==> config.mk <==
export PLATFORM = sky130hd
export DESIGN_NAME = glcd_refresh_engine
export DESIGN_NICKNAME = d
export VERILOG_FILES = /design/src/rtl/glcd_pkg.sv /design/src/rtl/glcd_bus_strobe.sv /design/src/rtl/glcd_refresh_engine.sv
export SDC_FILE = /design/constraint.sdc
export NUM_CORES = 1
export LEC_CHECK = 0
export BUFFER_PORTS_ARGS = -buffer_cell sky130_fd_sc_hd__buf_2
export CORE_UTILIZATION = 47
export CTS_BUF_LIST = sky130_fd_sc_hd__clkbuf_8
export DETAILED_ROUTE_END_ITERATION = 8
export GPL_ROUTABILITY_DRIVEN = 0
export PLACE_DENSITY = 0.73
export SETUP_SLACK_MARGIN = 0.05
export SLEW_MARGIN = 20
export SYNTH_ARGS = -nofsm -noshare
export SYNTH_HDL_FRONTEND = slang
export SYNTH_HIERARCHICAL = 1
export SYNTH_SLANG_ARGS = --single-unit
==> constraint.sdc <==
create_clock -name clk -period 2.43 [get_ports clk]
set_clock_uncertainty 0.2 [all_clocks]
set_input_delay 0.3645 -clock clk [delete_from_list [all_inputs] [get_ports clk]]
set_output_delay 0.3645 -clock clk [all_outputs]
set_load 0.02 [all_outputs]
==> src/rtl/glcd_pkg.sv <==
// Shared types and constants for the graphic LCD refresh engine.
package glcd_pkg;

    typedef enum logic [2:0] {
        ST_IDLE     = 3'd0,
        ST_DISP_ON  = 3'd1,
        ST_SET_PAGE = 3'd2,
        ST_SET_COL  = 3'd3,
        ST_FETCH    = 3'd4,
        ST_WRITE    = 3'd5,
        ST_DONE     = 3'd6
    } state_e;

    localparam logic [7:0] CMD_DISP_ON  = 8'h3F;
    localparam logic [7:0] CMD_SET_PAGE = 8'hB8;
    localparam logic [7:0] CMD_SET_COL  = 8'h40;

    function automatic int glcd_aw(input int num_chips, input int cols, input int pages);
        return $clog2(num_chips * cols * pages);
    endfunction

    // Counter width that never collapses to zero bits for a single-entry range.
    function automatic int idx_w(input int n);
        return (n > 1) ? $clog2(n) : 1;
    endfunction

endpackage

==> src/rtl/glcd_bus_strobe.sv <==
// Enable-strobe generator: one launch produces en_o low for EN_DIV cycles,
// then high for EN_DIV cycles, with txn_done on the final cycle.
module glcd_bus_strobe
    import glcd_pkg::*;
#(
    parameter int EN_DIV = 1
) (
    input  logic clk,
    input  logic rstn,
    input  logic launch,
    output logic en_o,
    output logic txn_done
);

    localparam int            CW       = $clog2(2 * EN_DIV);
    localparam logic [CW-1:0] CNT_LAST = CW'(2 * EN_DIV - 1);
    localparam logic [CW-1:0] CNT_HIGH = CW'(EN_DIV);

    logic          active_q, active_d;
    logic [CW-1:0] cnt_q, cnt_d;
    logic          en_q, en_d;

    assign txn_done = active_q && (cnt_q == CNT_LAST);
    assign en_o     = en_q;

    // A launch on the done cycle restarts the phase counter, so transactions abut.
    always_comb begin
        active_d = active_q;
        cnt_d    = cnt_q;
        if (launch) begin
            active_d = 1'b1;
            cnt_d    = '0;
        end else if (txn_done) begin
            active_d = 1'b0;
            cnt_d    = '0;
        end else if (active_q) begin
            cnt_d = cnt_q + CW'(1);
        end
        en_d = active_d && (cnt_d >= CNT_HIGH);
    end

    always_ff @(posedge clk) begin
        if (!rstn) begin
            active_q <= 1'b0;
            cnt_q    <= '0;
            en_q     <= 1'b0;
        end else begin
            active_q <= active_d;
            cnt_q    <= cnt_d;
            en_q     <= en_d;
        end
    end

endmodule

==> src/rtl/glcd_refresh_engine.sv <==
// Streams a full frame from a framebuffer read port onto a KS0108-style LCD bus,
// page by page across NUM_CHIPS column drivers, with an optional clear mode.
module glcd_refresh_engine
    import glcd_pkg::*;
#(
    parameter int NUM_CHIPS  = 2,
    parameter int COLS       = 64,
    parameter int PAGES      = 8,
    parameter int EN_DIV     = 1,
    parameter int RST_CYCLES = 4,
    parameter int AW         = glcd_aw(NUM_CHIPS, COLS, PAGES)
) (
    input  logic                 clk,
    input  logic                 rstn,
    input  logic                 start_i,
    input  logic                 mode_i,
    output logic                 fb_rd_o,
    output logic [AW-1:0]        fb_addr_o,
    input  logic [7:0]           fb_data_i,
    input  logic                 fb_valid_i,
    output logic [7:0]           db_o,
    output logic                 dori_o,
    output logic                 rw_o,
    output logic                 en_o,
    output logic                 rst_o,
    output logic [NUM_CHIPS-1:0] cs_o,
    output logic                 busy_o,
    output logic                 done_o,
    output logic [2:0]           state_o
);

    localparam int CHW = idx_w(NUM_CHIPS);
    localparam int COW = idx_w(COLS);
    localparam int PGW = idx_w(PAGES);
    localparam int RCW = idx_w(RST_CYCLES);

    localparam logic [CHW-1:0] CHIP_LAST = CHW'(NUM_CHIPS - 1);
    localparam logic [COW-1:0] COL_LAST  = COW'(COLS - 1);
    localparam logic [PGW-1:0] PAGE_LAST = PGW'(PAGES - 1);
    localparam logic [RCW-1:0] RST_LAST  = RCW'(RST_CYCLES - 1);

    state_e                 state_q, state_d;
    logic [1:0]             hist_q, hist_d;
    logic                   mode_q, mode_d;
    logic                   rst_q, rst_d;
    logic [RCW-1:0]         rst_cnt_q, rst_cnt_d;
    logic [COW-1:0]         col_q, col_d;
    logic [CHW-1:0]         chip_q, chip_d;
    logic [PGW-1:0]         page_q, page_d;
    logic [7:0]             db_q, db_d;
    logic                   dori_q, dori_d;
    logic [NUM_CHIPS-1:0]   cs_q, cs_d;

    logic launch;
    logic txn_done;
    logic start_acc;
    logic next_data;

    function automatic logic [NUM_CHIPS-1:0] chip_sel(input logic [CHW-1:0] c);
        logic [NUM_CHIPS-1:0] sel;
        sel    = '0;
        sel[c] = 1'b1;
        return sel;
    endfunction

    glcd_bus_strobe #(
        .EN_DIV (EN_DIV)
    ) u_strobe (
        .clk      (clk),
        .rstn     (rstn),
        .launch   (launch),
        .en_o     (en_o),
        .txn_done (txn_done)
    );

    // hist_q[1] is the newest start_i sample, hist_q[0] the one before it.
    assign hist_d = {start_i, hist_q[1]};

    always_comb begin
        rst_d     = rst_q;
        rst_cnt_d = rst_cnt_q;
        if (rst_q) begin
            if (rst_cnt_q == RST_LAST) rst_d = 1'b0;
            else                       rst_cnt_d = rst_cnt_q + RCW'(1);
        end
    end

    always_comb begin
        state_d   = state_q;
        mode_d    = mode_q;
        col_d     = col_q;
        chip_d    = chip_q;
        page_d    = page_q;
        db_d      = db_q;
        dori_d    = dori_q;
        cs_d      = cs_q;
        launch    = 1'b0;
        next_data = 1'b0;
        start_acc = (state_q == ST_IDLE) && !rst_q && (hist_q == 2'b10);

        case (state_q)
            ST_IDLE: begin
                if (start_acc) begin
                    mode_d  = mode_i;
                    col_d   = '0;
                    chip_d  = '0;
                    page_d  = '0;
                    state_d = ST_DISP_ON;
                    launch  = 1'b1;
                    db_d    = CMD_DISP_ON;
                    dori_d  = 1'b0;
                    cs_d    = '1;
                end
            end
            ST_DISP_ON: begin
                if (txn_done) begin
                    state_d = ST_SET_PAGE;
                    launch  = 1'b1;
                    db_d    = CMD_SET_PAGE | 8'(page_q);
                    dori_d  = 1'b0;
                    cs_d    = '1;
                end
            end
            ST_SET_PAGE: begin
                if (txn_done) begin
                    state_d = ST_SET_COL;
                    launch  = 1'b1;
                    db_d    = CMD_SET_COL;
                    dori_d  = 1'b0;
                    cs_d    = '1;
                end
            end
            ST_SET_COL: begin
                if (txn_done) next_data = 1'b1;
            end
            ST_FETCH: begin
                if (fb_valid_i) begin
                    state_d = ST_WRITE;
                    launch  = 1'b1;
                    db_d    = fb_data_i;
                    dori_d  = 1'b1;
                    cs_d    = chip_sel(chip_q);
                end
            end
            ST_WRITE: begin
                // Column auto-increments in the LCD; only page changes need an instruction.
                if (txn_done) begin
                    if (col_q != COL_LAST) begin
                        col_d     = col_q + COW'(1);
                        next_data = 1'b1;
                    end else begin
                        col_d = '0;
                        if (chip_q != CHIP_LAST) begin
                            chip_d    = chip_q + CHW'(1);
                            next_data = 1'b1;
                        end else begin
                            chip_d = '0;
                            if (page_q != PAGE_LAST) begin
                                page_d  = page_q + PGW'(1);
                                state_d = ST_SET_PAGE;
                                launch  = 1'b1;
                                db_d    = CMD_SET_PAGE | 8'(page_d);
                                dori_d  = 1'b0;
                                cs_d    = '1;
                            end else begin
                                state_d = ST_DONE;
                            end
                        end
                    end
                end
            end
            ST_DONE: state_d = ST_IDLE;
            default: state_d = ST_IDLE;
        endcase

        if (next_data) begin
            if (mode_q) begin
                state_d = ST_WRITE;
                launch  = 1'b1;
                db_d    = 8'h00;
                dori_d  = 1'b1;
                cs_d    = chip_sel(chip_d);
            end else begin
                state_d = ST_FETCH;
            end
        end
    end

    always_ff @(posedge clk) begin
        if (!rstn) begin
            state_q   <= ST_IDLE;
            hist_q    <= '0;
            mode_q    <= 1'b0;
            rst_q     <= 1'b1;
            rst_cnt_q <= '0;
            col_q     <= '0;
            chip_q    <= '0;
            page_q    <= '0;
            db_q      <= '0;
            dori_q    <= 1'b0;
            cs_q      <= '0;
        end else begin
            state_q   <= state_d;
            hist_q    <= hist_d;
            mode_q    <= mode_d;
            rst_q     <= rst_d;
            rst_cnt_q <= rst_cnt_d;
            col_q     <= col_d;
            chip_q    <= chip_d;
            page_q    <= page_d;
            db_q      <= db_d;
            dori_q    <= dori_d;
            cs_q      <= cs_d;
        end
    end

    assign fb_rd_o   = (state_q == ST_FETCH);
    assign fb_addr_o = AW'((int'(page_q) * NUM_CHIPS + int'(chip_q)) * COLS + int'(col_q));
    assign db_o      = db_q;
    assign dori_o    = dori_q;
    assign rw_o      = 1'b0;
    assign rst_o     = rst_q;
    assign cs_o      = cs_q;
    assign busy_o    = (state_q != ST_IDLE) && (state_q != ST_DONE);
    assign done_o    = (state_q == ST_DONE);
    assign state_o   = state_q;

endmodule
# Word-level counts from Yosys, hierarchy flattened
# Index checks and enable logic that the tools add are counted.
[word_totals] reg_bits=33 inputBits=13 output_inout_bits=30 wordCells=150
[op_classes] n_addsub=7 n_lt_le_gt_ge=5 eq_ne=24 n_mux=82 bitwise_logic=1 reduce_logical=17
[ops] operator="$mux 8" count=10
[ops] operator="$mux 3" count=14
[ops] operator="$pmux 8 s5" count=1
[ops] operator="$mux 1" count=35
[ops] operator="$ne 3x3->1 const B" count=8
[ops] operator="$mux 2" count=9
[ops] operator="$mux 6" count=3
[ops] operator="$pmux 3 s6" count=1
[ops] operator="$ne 2x2->1 const B" count=6
[ops] operator="$pmux 6 s2" count=1
[ops] operator="$add 10x6->10" count=1
[ops] operator="$eq 3x3->1 const B" count=3
[ops] operator="$pmux 1 s4" count=2
[ops] operator="$pmux 2 s4" count=1
[ops] operator="$reduce_and 8->1" count=1
[ops] operator="$logic_and 1x1->1" count=7
[ops] operator="$add 6x1->6 const B" count=1
[ops] operator="$eq 3x2->1 const B" count=2
[ops] operator="$ne 6x6->1 const B" count=1
[ops] operator="$pmux 3 s2" count=1
[ops] operator="$reduce_and 6->1" count=1
[ops] operator="$add 4x1->4" count=1
[ops] operator="$eq 2x2->1 const B" count=2
[ops] operator="$lt 1x2->1 const B" count=2
[ops] operator="other kinds (16)" count=22

# Depth between registers and ports, before layout
# Gate-level depths: netlist of run 1.
[depth] depth_word=11 ltp_mapped=10 ltp_nobuf=10

# Hierarchy
# The synthesis of run 1 kept the hierarchy.
[by_module_without_submodules] module="glcd_refresh_engine" n_inst=1 cells_per_inst=240 area_each_um2=1949.4
[by_module_without_submodules] module="glcd_bus_strobe" n_inst=1 cells_per_inst=9 area_each_um2=116.4

# Least setup slack after synthesis of run 1
# OpenSTA, ideal clock, no wires.
[synth_path] kind="register to register" startpoint="register col_q[0]" endpoint="register u_strobe.en_q, in the netlist u_strobe/en_o" t_arrival_ns=2.350 t_required_ns=2.113 path_slack_ns=-0.238 stages_incl_launch_ff=11 n_path_buf=0 synth_period_minus_slack_ns=2.668 cell_sequence="dfxtp_1 ha_1 and4_2 nand2_1 inv_1 ha_1 or3b_1 a21oi_1 a211o_1 a211o_2 and4bb_2"
[synth_between] elab_chain_cells=9 word_cells_on_any_way=13 cone_classes="1 x order compare; 1 x eq/ne; 10 x mux; 1 x reduce/logical"
[synth_lines] item="start: declaration" line="glcd_refresh_engine.sv:47" source="logic [COW-1:0] col_q, col_d;"
[synth_lines] item="start signal: assignment" line="glcd_refresh_engine.sv:208" source="col_q <= col_d;"
[synth_lines] item="$ne 6x6->1 *" line="glcd_refresh_engine.sv:148" source="if (col_q != COL_LAST) begin"
[synth_lines] item="$mux 1" line="glcd_refresh_engine.sv:148"
[synth_lines] item="$mux 1" line="glcd_refresh_engine.sv:147" source="if (txn_done) begin"
[synth_lines] item="$pmux 1 s4" line="glcd_refresh_engine.sv:101" source="case (state_q)"
[synth_lines] item="$mux 1" line="glcd_refresh_engine.sv:177" source="if (mode_q) begin"
[synth_lines] item="$mux 1 *" line="glcd_refresh_engine.sv:176" source="if (next_data) begin"
[synth_lines] item="net launch" line="glcd_refresh_engine.sv:54" source="logic launch;"
[synth_lines] item="$mux 1" line="glcd_bus_strobe.sv:30" source="if (launch) begin"
[synth_lines] item="$ge 1x1->1" line="glcd_bus_strobe.sv:39" source="en_d = active_d && (cnt_d >= CNT_HIGH);"
[synth_lines] item="$logic_and 1x1->1 *" line="glcd_bus_strobe.sv:39"
[synth_lines] item="end signal: assignment" line="glcd_bus_strobe.sv:50" source="en_q <= en_d;"
[synth_lines] item="end: declaration" line="glcd_bus_strobe.sv:21" source="logic en_q, en_d;"
# Mark *: on every way through the listed nets, which the timed path passes. The rest lies on a longest branch.
# A chain may end at the register's enable or synchronous reset.

# Final worst setup path of run 1
# Same ends and word-level chain as after synthesis.

==> impl_metrics.yaml, run 1 <==
die:
  die_w_microns: 68.30
  io_pins: 43
  dieArea_sq_um: 4664
  die_y_microns: 68.30
  placementRows: 23
  start_util_pct: 50.20
  core_sq_um: 4115
placement:
  port_buffers: 41
  placed_cell_area_sq_um: 2451
  place_inst: 348
  dp_hpwl_microns: 4140
sta:
  worstMarginPinSlew_ps: 549.2
  setup_viol: 0
  rsz0062_at_grt: "no"
  fin_crit_ps: 2289
  relSlewSlack_pct: 63.35
  fmax_ghz: 0.4368
  maxSlewViolCount: 0
  final.setup.tns_ps: 0
  hold_violations: 0
  post-route-period-util_pct: 94.20
setup_path:
  cp.required_ps: 2470
  cp.arrival_ps: 2330
  rr_worst_depth: 10
  worstReg2RegEnd: "u_strobe/en_o"
  regToRegStartpoint: "col_q[0]"
  regToRegSetupSlack_ps: 140
  crit_start: "col_q[0]"
  startpoint_type: "register"
  crit_path_max_fanout: 3
  endpoint_kind: "register"
  worst-setup-path-type: "register to register"
min_path:
  min_to: "hist_q[1]"
  hp-class: "input port to register"
  whs_path_depth: 2
  worstHoldStart: "start_i"
yosys:
  syn-instance-count: 249
  synth-compound-area-share_pct: 24.89
  synth_edf_count: 0
  ys_seq_area_share_pct: 31.98
  yosysWarnings: 6
  synth_simple_gate_area_share_pct: 27.14
  netlist_top_cells_area: "dfxtp_1, a21oi_1, ha_1"
  synth_top_area_cell: "dfxtp_1"
  synthXorXnorAreaFrac_pct: 0.4240
  yosys.area.top_type_share_pct: 31.98
  synthFlopType: "dfxtp_1"
  netlist_area_sq_um: 2066
  synthAdderAreaFrac_pct: 5.330
  ys_ff_latch: 33
  ys_types: 65
  synth_top_family_by_area: "simple AND/OR/NAND/NOR gates"
  synthesis.nets: 270
  synthArstFlopShare_pct: 0
  synthMuxAreaShare_pct: 4.482
  syn_area_per_cell_sq_um: 8.296
pwr:
  p_clk_share_pct: 24.9
  p_comb_share_pct: 38.9
  p_leak_nw: 1.122
  p_per_area_nw_per_um2: 729.8
  netSwitchingPower_uw: 720.7
  power.share.switching_pct: 38.06
  intPower_mw: 1.173
  vdd_drop_max_uv: 499.0
  p_seq_share_pct: 36.3
detailed_routing:
  met1_length_microns: 2529
  drt_iter0_markers: 149
  drc: 0
  first_pass_iters: 4
  antenna_left: 0
  dr.max_layer_used: "met4"
  met3_length_microns: 333
  viasPerCell: 5.927
  dr_wl_met2_microns: 2684
  wl_per_cell_microns: 16.05
  drt_wl_total_microns: 5746
  vias: 2122
run:
  drv_cap: 0
final_layout:
  final_cells: 358
  seqCellArea_sq_um: 669.4
  finalInstanceArea_sq_um: 2595
  layout-drive-gt1-share_pct: 32.47
  multi_input_comb_area_sq_um: 1339
  antenna-diode-count: 0
  nets: 328
  fill_cells: 388
  area_delta_synth_final_pct: 25.62
global_routing:
  grt_usage_pct: 26.62
  grt_overflow: 0
  antenna_found_initial: 0
  grt_max_degree: 16
  grt_pass1_vias: 1875
  grt_pass1_wl_microns: 9080
cts:
  cts.path.max_buffers: 2
  cts_tree: "built"
  htree_num_levels: 2
  clk_latency_ps: 300
  clkTransAtPathRegs_ps: 70
  clockRootBuffer: "clkbuf_8"
  cts_inserted_buffers: 5
  clock_sinks: 33
status:
  run_status: "finished clean"
==> worst max path at each step <==
stage	to	slack [ps]	cells past startpoint
6_report	u_strobe/en_o	140	10
5_1_grt	u_strobe/en_o	60	10
4_1_cts	u_strobe/en_o	50	10
3_5_place_dp	u_strobe/en_o	70	10
3_3_place_gp	u_strobe/en_o	100	10
2_1_floorplan	u_strobe/en_o	50	10
==> critical path: stages (launching register included) <==
cell and delay (ps):
dfxtp_4 360, ha_4 140, and4_4 220, nand2_2 60, inv_2 80, ha_4 120
or3b_4 140, a21oi_4 60, a211o_1 240, a211o_2 330, and4bb_2 280
==> Yosys cell counts (all sizes together) (2+ instances only) <==
cell,count
nor3,7
inv,10
o32ai,2
clkbuf,2
o21ai,12
o311ai,2
dfxtp,33
nor2,19
nor2b,3
nand2,21
nor3b,2
a22oi,6
ha,8
and2,4
o21a,3
nor4b,3
mux2,2
a21boi,2
nand2b,10
o22ai,2
a211oi,3
mux2i,7
a31oi,4
a211o,2
or4,2
nand3,9
or3b,2
and4bb,2
buf,12
a221oi,2
a21oi,30
==> cell families after synthesis <==
group           Yosys count
other cells               1
xor+xnor                  1
simple gates             94
fa+ha+maj                 9
flops                    33
compound gates           78
buf+inv                  24
mux                       9
==> metrics by stage <==
step | worst slack (ps) | hold slack, ps | total power [mW] | utilization [%]
floorplan | 50.16 | 234.6 | 1.195 | -
global placement | 100.4 | 250.9 | 1.396 | 59.56
detailed placement | 70.93 | 258.8 | 1.413 | 59.56
CTS | 45.57 | 67.73 | 1.886 | 62.12
global route | 62.57 | 84.33 | 2.003 | 63.06
finish | 140.9 | 73.32 | 1.894 | 63.06
==> cells in the final DEF, fill, tap and decap left out, types with 2 or more instances in the layout <==
master	n
a211oi_1	3
a21boi_0	2
a21oi_1	28
a221oi_2	2
a22oi_1	6
a31oi_1	4
and2_1	3
buf_2	41
buf_4	24
clkbuf_8	7
dfxtp_1	30
dfxtp_4	2
ha_1	5
ha_4	2
inv_1	8
inv_2	2
mux2i_1	7
nand2_1	18
nand2_2	3
nand2b_1	10
nand3_1	9
nor2_1	19
nor2b_1	3
nor3_1	6
o21a_1	3
o21ai_0	5
o21ai_1	7
o22ai_1	2
o311ai_1	2
o32ai_1	2
or4_1	2
==> layer usage <==
layer / track usage, % / up-vias
met5: 0 / -
li1: - / 1027
met1: 32.57 / 1005
met2: 41.54 / 68
met3: 6.833 / 22
met4: 15.89 / 0
==> cell type report <==
class,instances,share of cell area [%]
inverter,10,1.446
clock inverter,1,0.1929
clock buffer,7,3.713
sequential,33,25.80
timing repair buffer,65,14.85
tap,50,2.411
multi-input combinational,192,51.59
==> state kept, by name, summed over array words and instances (netlist names) <==
register           count
u_strobe/en_o          1
state_o                3
chip_q                 1
u_strobe/cnt_q         1
u_strobe/active_q      1
rst_o                  1
db_o                   8
rst_cnt_q              2
col_q                  6
hist_q                 2
page_q                 3
dori_o                 1
mode_q                 1
cs_o                   2
==> power groups by stage <==
stage / Combinational (mW) / Clock (mW) / Sequential (mW)
3_5_place_dp: 0.717 / 0 / 0.696
3_3_place_gp: 0.704 / 0 / 0.692
6_report: 0.736 / 0.471 / 0.687
2_1_floorplan: 0.464 / 0 / 0.731
5_1_grt: 0.802 / 0.502 / 0.699
4_1_cts: 0.723 / 0.478 / 0.685
==> repair_timing <==
item	in CTS	in global routing
pin swaps	0	7
hold buffers	0	0
setup endpoints to repair	1	14
gates resized for setup	1	5
setup buffers	0	2
(Power assumes the default switching activity.)
==> run 2, diff against run 1 <==
CTS_BUF_LIST = sky130_fd_sc_hd__clkbuf_16   (was sky130_fd_sc_hd__clkbuf_8)
SLEW_MARGIN = unset   (was 20)
==> impl_metrics.yaml, run 2 (same netlist as run 1, synthesis figures left out) <==
status:
  run_status: "finished clean"
sta:
  relSlewSlack_pct: 64.44
  final.setup.tns_ps: 0
  fin_crit_ps: 2286
  worstMarginPinSlew_ps: 532.9
  rsz0062_at_grt: "no"
  hold_violations: 0
  post-route-period-util_pct: 94.06
  maxSlewViolCount: 0
  fmax_ghz: 0.4375
  setup_viol: 0
  fin_ws_ps: 144.2
final_layout:
  largest_register_ffs: 8
  multi_input_comb_area_sq_um: 1339
  antenna-diode-count: 0
  seqCellArea_sq_um: 669.4
  final_cell_mix: "buf_2, dfxtp_1, a21oi_1, buf_4, nor2_1"
  layout_commonest_cell: "buf_2"
  fill_cells: 382
  area_delta_synth_final_pct: 27.38
  layout-drive-gt1-share_pct: 31.82
  nets: 328
cts:
  clkTransAtPathRegs_ps: 50
  htree_num_levels: 2
  clockRootBuffer: "clkbuf_16"
  cts_hold_buffers: 0
  clock_sinks: 33
  cts.path.max_buffers: 2
  cts_inserted_buffers: 5
  clk_latency_ps: 280
  cts_tree: "built"
setup_path:
  cpPeakStageDelay_ps: 370
  crit_path_max_fanout: 5
  crit_path_frequent_cell: "ha_4"
  crit_path_cell_trace: "ha_4 > and4_4 > nand2_2 > inv_2 > ha_4 > or3b_4 > a21oi_4 > a211o_1 > a211o_2 > and4bb_2"
  endpoint_kind: "register"
  cp.arrival_ps: 2310
  cp.required_ps: 2450
  startpoint_type: "register"
  crit_slowest_cell: "dfxtp_4"
  worst-setup-path-type: "register to register"
detailed_routing:
  viasPerCell: 5.905
  antenna_left: 0
  vias: 2114
  drc: 0
  drt_iter0_markers: 117
  drt_wl_total_microns: 5749
  first_pass_iters: 4
  wl_per_cell_microns: 16.06
die:
  io_pins: 43
  dieArea_sq_um: 4664
  die_y_microns: 68.30
  start_util_pct: 50.20
  core_sq_um: 4115
  die_w_microns: 68.30
  placementRows: 23
pwr:
  vdd_drop_max_uv: 505.7
  total_power_mw: 2.021
  p_per_area_nw_per_um2: 768.2
  p_leak_nw: 1.136
global_routing:
  grt_use_met3_pct: 6.833
  grt_pass1_wl_microns: 9114
  met1_usage_pct: 32.37
  antenna_found_initial: 0
  grt_max_degree: 16
  grt_usage_pct: 26.66
  grt_pass1_vias: 1883
  grt_overflow: 0
  top_usage_layer: "met2"
  met2_usage_pct: 42.52
min_path:
  hp-class: "input port to register"
placement:
  dp_hpwl_microns: 4140
  port_buffers: 41
  dpl_worst_slack_ps: 70.93
run:
  drv_cap: 0
-- run 2: cell types whose count changed in the layout (fill, tap and decap cells not counted) --
cell,previous run,this run
clkbuf_16,0,5
clkbuf_8,7,0
clkinv_1,0,2
-- run 2: final cells by class --
class	count	area share, %
repair buffers	65	14.65
multi-input cells	192	50.88
flip-flops and latches	33	25.44
clock buffers	5	4.755
inverters	10	1.427
well taps	50	2.378
clock inverters	3	0.4755
-- run 2: what timing repair did --
| item | in CTS | in global routing |
|---|---|---|
| gates resized for setup | 1 | 5 |
| pin swaps | 0 | 5 |
| buffers inserted | 0 | 2 |
| setup endpoints to repair | 1 | 13 |
-- run 2: report_power, final --
part           switching, mW  internal (mW)
registers             0.0774          0.612
logic                  0.432          0.306
clock network          0.224          0.370
total                  0.733           1.29
-- run 2: worst max-delay path, delay by kind of cell, from the launching register on --
family	cells	cell delay, ps
flip-flops	1	370
buffers and inverters	1	80
AO/OA/AOI/OAI	3	630
AND/OR/NAND/NOR	4	700
adder cells (fa/ha/maj)	2	260
-- run 2: layer usage --
| metal | wire length (microns) | vias up | part of all wire, % |
|---|---|---|---|
| li1 | - | 1035 | - |
| met1 | 2440 | 994 | 42 |
| met2 | 2796 | 71 | 49 |
| met3 | 370 | 14 | 6.4 |
| met4 | 142 | 0 | 2.5 |
| met5 | 0 | - | 0 |
-- run 2: stage by stage --
stage	util, %	hold WS [ps]	instances	area [sq um]
final	63.94	91.13	358	2631
after global placement	59.56	250.9	348	2451
after detailed placement	59.56	258.8	348	2451
after floorplan	-	234.6	249	2096
after global routing	63.94	104.2	358	2631
after CTS	63.00	85.03	356	2592
-- run 2: path summary, 6_finish.rpt --
path,from,cells after the start,endpoint,slack [ps]
max,col_q[0],10,u_strobe/en_o,140
min,start_i,2,hist_q[1],90
max reg2reg,col_q[0],10,u_strobe/en_o,140
min reg2reg,dori_o,2,dori_o,270
